==> config.mk <==
export PLATFORM = sky130hd
export DESIGN_NAME = adder_phase_driver
export DESIGN_NICKNAME = d
export VERILOG_FILES = /design/src/rtl/adder_phase_pkg.sv /design/src/rtl/adiabatic_phase_gen.sv /design/src/rtl/adder_phase_driver.sv
export SDC_FILE = /design/constraint.sdc
export NUM_CORES = 1
export LEC_CHECK = 0
export CORE_AREA = 5 5 100 120
export CTS_CLUSTER_SIZE = 28
export DETAILED_ROUTE_END_ITERATION = 10
export DIE_AREA = 0 0 105 125
export PLACE_DENSITY = 0.63
export RECOVER_POWER = 100
export SETUP_SLACK_MARGIN = 0.2
export SKIP_CTS_REPAIR_TIMING = 1
export SLEW_MARGIN = 20
export SYNTH_ARGS = -nofsm -noshare
export SYNTH_HDL_FRONTEND = slang
export SYNTH_HIERARCHICAL = 1
export SYNTH_SLANG_ARGS = --single-unit
==> constraint.sdc <==
create_clock -name clk -period 6.5 [get_ports clk]
set_input_delay 1.3 -clock clk [delete_from_list [all_inputs] [get_ports clk]]
set_output_delay 1.3 -clock clk [all_outputs]
set_load 0.01 [all_outputs]
==> src/rtl/adder_phase_pkg.sv <==
// Shared types and step arithmetic for the 8-phase adiabatic adder driver.
// The bit-order helpers map LSB-first [0:N-1] adder buses to [N-1:0] host words.
package adder_phase_pkg;

    localparam int NUM_PHASES = 8;
    localparam int DATA_W     = 16;

    typedef enum logic {IDLE, RUN} state_t;

    // Last step of an operation: the final phase has just come up and is held.
    function automatic int last_step(input int hold);
        return NUM_PHASES - 2 + hold;
    endfunction

    // Last step where the two final phases overlap, so the adder output is valid.
    function automatic int cap_step(input int hold);
        return NUM_PHASES - 3 + hold;
    endfunction

    function automatic logic [0:DATA_W-1] to_lsb0(input logic [DATA_W-1:0] v);
        logic [0:DATA_W-1] r;
        for (int i = 0; i < DATA_W; i++) r[i] = v[i];
        return r;
    endfunction

    function automatic logic [DATA_W-1:0] from_lsb0(input logic [0:DATA_W-1] v);
        logic [DATA_W-1:0] r;
        for (int i = 0; i < DATA_W; i++) r[i] = v[i];
        return r;
    endfunction

endpackage

==> src/rtl/adiabatic_phase_gen.sv <==
// Registered overlapping power-clock generator: phase k is high for steps
// k..k+HOLD-1 while running. Fed with next-cycle step/run so outputs align.
module adiabatic_phase_gen
    import adder_phase_pkg::*;
#(
    parameter int NUM    = NUM_PHASES,
    parameter int HOLD   = 2,
    parameter int STEP_W = 4
) (
    input  logic              clk,
    input  logic              rst,
    input  logic [STEP_W-1:0] step,
    input  logic              run,
    output logic [0:NUM-1]    clkpos,
    output logic [0:NUM-1]    clkneg
);

    logic [0:NUM-1] pos_next;

    always_comb begin
        for (int k = 0; k < NUM; k++) begin
            pos_next[k] = run && (int'(step) >= k) && (int'(step) <= k + HOLD - 1);
        end
    end

    // NOTE: sequential state uses non-blocking assignments; reset is asynchronous
    // so the phases collapse to idle the instant rst rises, independent of clk.
    always_ff @(posedge clk or posedge rst) begin
        if (rst) begin
            clkpos <= '0;
            clkneg <= '1;
        end else begin
            clkpos <= pos_next;
            clkneg <= ~pos_next;
        end
    end

endmodule

==> src/rtl/adder_phase_driver.sv <==
// Host-side initiator for the 16-bit 8-phase adiabatic adder: launches one
// operation per request, sequences the phases, captures and returns the result.
module adder_phase_driver
    import adder_phase_pkg::*;
#(
    parameter int STEP_CYCLES = 2,
    parameter int HOLD_STEPS  = 2
) (
    input  logic                   clk,
    input  logic                   rst,
    input  logic                   req_valid,
    output logic                   req_ready,
    input  logic [DATA_W-1:0]      req_a,
    input  logic [DATA_W-1:0]      req_b,
    input  logic                   req_cin,
    input  logic                   req_sub,
    output logic [0:DATA_W-1]      add_a,
    output logic [0:DATA_W-1]      add_b,
    output logic                   add_cin,
    output logic [0:NUM_PHASES-1]  clkpos,
    output logic [0:NUM_PHASES-1]  clkneg,
    input  logic [0:DATA_W-1]      add_out,
    input  logic                   add_cout,
    output logic                   rsp_valid,
    input  logic                   rsp_ready,
    output logic [DATA_W-1:0]      rsp_sum,
    output logic                   rsp_cout,
    output logic                   rsp_ovf
);

    localparam int LAST   = last_step(HOLD_STEPS);
    localparam int CAP    = cap_step(HOLD_STEPS);
    localparam int STEP_W = $clog2(LAST + 1);
    localparam int CYC_W  = (STEP_CYCLES > 1) ? $clog2(STEP_CYCLES) : 1;

    state_t            state_q, state_d;
    logic [CYC_W-1:0]  cyc_q, cyc_d;
    logic [STEP_W-1:0] step_q, step_d;
    logic              launch, cyc_last, capture;

    assign req_ready = !rst && (state_q == IDLE) && (!rsp_valid || rsp_ready);
    assign launch    = req_valid && req_ready;
    assign cyc_last  = (cyc_q == CYC_W'(STEP_CYCLES - 1));
    assign capture   = (state_q == RUN) && (step_q == STEP_W'(CAP)) && cyc_last;

    always_ff @(posedge clk or posedge rst) begin
        if (rst) begin
            state_q <= IDLE;
            cyc_q   <= '0;
            step_q  <= '0;
        end else begin
            state_q <= state_d;
            cyc_q   <= cyc_d;
            step_q  <= step_d;
        end
    end

    // NOTE: every always_comb output gets a default first, so no path infers a latch.
    always_comb begin
        state_d = state_q;
        cyc_d   = cyc_q;
        step_d  = step_q;
        case (state_q)
            IDLE: begin
                if (launch) begin
                    state_d = RUN;
                    cyc_d   = '0;
                    step_d  = '0;
                end
            end
            RUN: begin
                if (cyc_last) begin
                    cyc_d = '0;
                    if (step_q == STEP_W'(LAST)) begin
                        state_d = IDLE;
                        step_d  = '0;
                    end else begin
                        step_d = step_q + 1'b1;
                    end
                end else begin
                    cyc_d = cyc_q + 1'b1;
                end
            end
            default: state_d = IDLE;
        endcase
    end

    // Operands stay on the adder inputs until the next launch.
    always_ff @(posedge clk or posedge rst) begin
        if (rst) begin
            add_a   <= '0;
            add_b   <= '0;
            add_cin <= 1'b0;
        end else if (launch) begin
            add_a   <= to_lsb0(req_a);
            add_b   <= to_lsb0(req_sub ? ~req_b : req_b);
            add_cin <= req_sub | req_cin;
        end
    end

    // add_b already holds the effective (inverted for sub) operand, so its MSB
    // is the overflow term for both add and subtract.
    always_ff @(posedge clk or posedge rst) begin
        if (rst) begin
            rsp_valid <= 1'b0;
            rsp_sum   <= '0;
            rsp_cout  <= 1'b0;
            rsp_ovf   <= 1'b0;
        end else if (capture) begin
            rsp_valid <= 1'b1;
            rsp_sum   <= from_lsb0(add_out);
            rsp_cout  <= add_cout;
            rsp_ovf   <= (add_a[DATA_W-1] == add_b[DATA_W-1]) &&
                         (add_out[DATA_W-1] != add_a[DATA_W-1]);
        end else if (rsp_valid && rsp_ready) begin
            rsp_valid <= 1'b0;
        end
    end

    adiabatic_phase_gen #(
        .NUM    (NUM_PHASES),
        .HOLD   (HOLD_STEPS),
        .STEP_W (STEP_W)
    ) u_phase_gen (
        .clk    (clk),
        .rst    (rst),
        .step   (step_d),
        .run    (state_d == RUN),
        .clkpos (clkpos),
        .clkneg (clkneg)
    );

endmodule

==> flow_summary.json <==
{
  "maxSlewViolCount": 36,
  "whs_ns": 0.484,
  "ir_drop_uv": 179,
  "switching_share_pct": 30.6,
  "clockBufferDepth": 2,
  "p_int_uw": 1580,
  "hp-class": "register to register",
  "die_area_sq_um": 13100,
  "initial_core_util_pct": 28.9,
  "required_ns": 6.74,
  "async_flop_share_pct": 100,
  "firstDrtPassIters": 4,
  "ys_seq_elements": 74,
  "cts_tree": "built",
  "end_kind": "register",
  "rsz0062_at_grt": "false",
  "fin_tns_setup_ns": 0,
  "synth_top_area_share_pct": 52.8,
  "track_usage_pct": 11.8,
  "clkTransAtPathRegs_ns": 0.06,
  "fin_crit_sh_pct": 63.9,
  "setup_viol": 0,
  "syn_nets": 276,
  "pin_count": 124,
  "layout-drive-gt1-share_pct": 20.6,
  "clockPowerShare_pct": 25.4,
  "num_rows": 42,
  "timing_worst_setup_path_type": "primary input to register",
  "die_x_um": 105,
  "ant_nets": 0,
  "remaining_drc_errors": 0,
  "ys_types": 42,
  "worstMarginPinSlew_ns": 1.62,
  "clock_skew_ns": 0.00353,
  "slew_headroom_pct": -8.27,
  "period_needed_ns": 4.16,
  "arrival_ns": 4.40,
  "grt_max_degree": 59,
  "synth_flop_cell": "dfrtp_1",
  "yosys.area.top_type": "dfrtp_1",
  "critical_path.slowest_cell": "and3_1",
  "synth_area_sq_um": 3130,
  "gp_congestion": 0.780,
  "core_area_sq_um": 10800,
  "power.density_nw_per_um2": 480,
  "p_leak_uw": 0.00202,
  "yosysWarnings": 6,
  "vias_per_cell": 4.56,
  "drv_cap": 1,
  "crit_path_start_kind": "primary input",
  "grt_first_pass_wirelength_mm": 12.5,
  "sequentialPowerShare_pct": 35.0,
  "cts.sink_count": 74,
  "reg2reg_slack_ns": 3.40,
  "cts-buffers-inserted": 9,
  "insertion_delay_ns": 0.33,
  "crit_fanout": 35,
  "synthCells": 219,
  "crit_chain": "dlygate4sd3_1, nor2_1, and3_1, o31ai_1, clkbuf_1, nor4b_1, o21ai_0",
  "vias": 2197,
  "hold_viol_final": 0,
  "layout.nets": 402,
  "synth_area_leaders": "dfrtp_1 53%, mux2_2 15%, dfstp_2 6.7%",
  "pwr-share-comb_pct": 39.6,
  "cts_max_level": 3,
  "wire_per_inst_um": 15.2,
  "port_buffers": 123,
  "hpwlAfterDp_mm": 5.35,
  "cts-root-buf": "clkbuf_16",
  "antenna_found_initial": 0,
  "clock.fmax_ghz": 0.241,
  "area_growth_pct": 52.2,
  "dieHeight_um": 125,
  "drt_wl_total_mm": 7.31,
  "num_antenna_cells": 0,
  "num-fill-cells": 1002,
  "synth_seq_area_share_pct": 59.5,
  "status": "finished with violations",
  "drt_iter0_markers": 44,
  "power_switching_uw": 698,
  "gr-total-overflow": 0,
  "syn_area_per_cell_sq_um": 14.3,
  "synth_edf_count": 0,
  "grt_pass1_vias": 2428,
  "violations": "max-capacitance violations, max-slew violations",
  "slowest_delay_ns": 1.26
}
==> critical path: cells and delay by family <==
kind	cells	cell delay (ns)
AND/OR/NAND/NOR	3	1.87
AO/OA/AOI/OAI	2	0.25
buffers and inverters	2	0.96
==> sequential cells by signal, indices dropped and copies added (netlist names), 4 cells and up <==
| name | flops |
|---|---|
| add_b | 16 |
| add_a | 16 |
| u_phase_gen/clkpos | 8 |
| u_phase_gen/clkneg | 8 |
| step_q | 4 |
| rsp_sum | 16 |
==> cell usage in the layout, fill, tap and decap left out, types with 3 or more instances in the layout <==
master and count:
clkdlybuf4s50_1 52, mux2_1 9, nor2_1 6, a31oi_1 3, dlygate4sd3_1 71, dfrtp_1 66, bufinv_16 3, mux2_2 42
o21ai_0 3, xor2_1 17, nand2b_1 4, clkbuf_16 9, inv_1 6, nand2_1 9, dfstp_2 8
==> logic make-up (layout without fill, tap and decap cells) <==
family                     count (synthesis)  count (layout)  synth area share [%]
and+or+nand+nor                           41              41                  8.44
AOI/OAI and AO/OA                         15              15                  3.16
DFF                                       74              74                  59.5
xor gates and xnor gates                  18              18                  5.04
muxes                                     51              51                  19.4
adders and majority gates                  2               2                 0.800
buffers and inverters                     18             149                  3.56
==> path summary, 6_finish.rpt <==
| kind | cells after the start | start | end |
|---|---|---|---|
| hold / removal | 1 | rsp_sum[4]$_DFFE_PP0P_ | rsp_sum[4]$_DFFE_PP0P_ |
| max in group asynchronous | 3 | rst | add_b[3]$_DFFE_PP0P_ |
| hold reg to reg | 1 | rsp_sum[4]$_DFFE_PP0P_ | rsp_sum[4]$_DFFE_PP0P_ |
| setup / recovery | 7 | rst | u_phase_gen/clkneg[7]$_DFF_PP1_ |
| setup reg to reg | 6 | state_q$_DFF_PP0_ | u_phase_gen/clkneg[7]$_DFF_PP1_ |
| min in group asynchronous | 2 | rst | u_phase_gen/clkpos[6]$_DFF_PP0_ |
==> Yosys cell counts (2+ instances only) <==
library cell	instances
nand2b_1	4
nand4_1	2
dfrtp_1	66
mux2_4	9
dfstp_2	8
xor2_1	17
nand3b_1	2
inv_1	7
ha_1	2
buf_2	5
o21ai_0	3
and2_1	2
nor2b_1	2
a31oi_1	3
nor3_1	2
nor3b_2	2
mux2_2	42
nor2_1	6
nand2_1	9
o21a_1	2
buf_6	2
o31ai_1	2
==> power by group through the flow <==
stage / logic, uW / clock network, uW / registers, uW
3_5_place_dp: 1030 / 0 / 817
6_report: 904 / 579 / 798
5_1_grt: 998 / 615 / 833
2_1_floorplan: 424 / 0 / 895
3_3_place_gp: 1010 / 0 / 810
4_1_cts: 1040 / 596 / 813
==> layer usage <==
layer / routed length, um / vias to the layer above / GRT usage (%)
li1: - / 1010 / -
met1: 2820 / 1091 / 13.6
met3: 687 / 13 / 5.15
met5: 0 / - / 0
met2: 3640 / 83 / 19.1
met4: 161 / 0 / 5.19
==> per-stage QoR <==
step / total power, uW / std cells / util (%) / worst slack, ns / instance area (sq um)
after floorplan: 1320 / 219 / - / 3.50 / 3130
after global placement: 1820 / 466 / 41.2 / 2.64 / 4460
after detailed placement: 1850 / 466 / 41.2 / 2.64 / 4460
after CTS: 2450 / 482 / 44.5 / 2.63 / 4810
after global routing: 2450 / 482 / 44.0 / 2.02 / 4760
final: 2280 / 482 / 44.0 / 2.34 / 4760
==> layout make-up <==
class	instances	area, sq um	area share [%]
well taps	132	165	3.47
multi-input cells	127	1100	23.2
flip-flops and latches	74	1860	39.1
inverters	8	31.3	0.657
repair buffers	125	1240	26.1
clock buffers	11	253	5.31
clock inverters	5	100	2.10
Note: power is estimated with default switching activity, not from simulation.
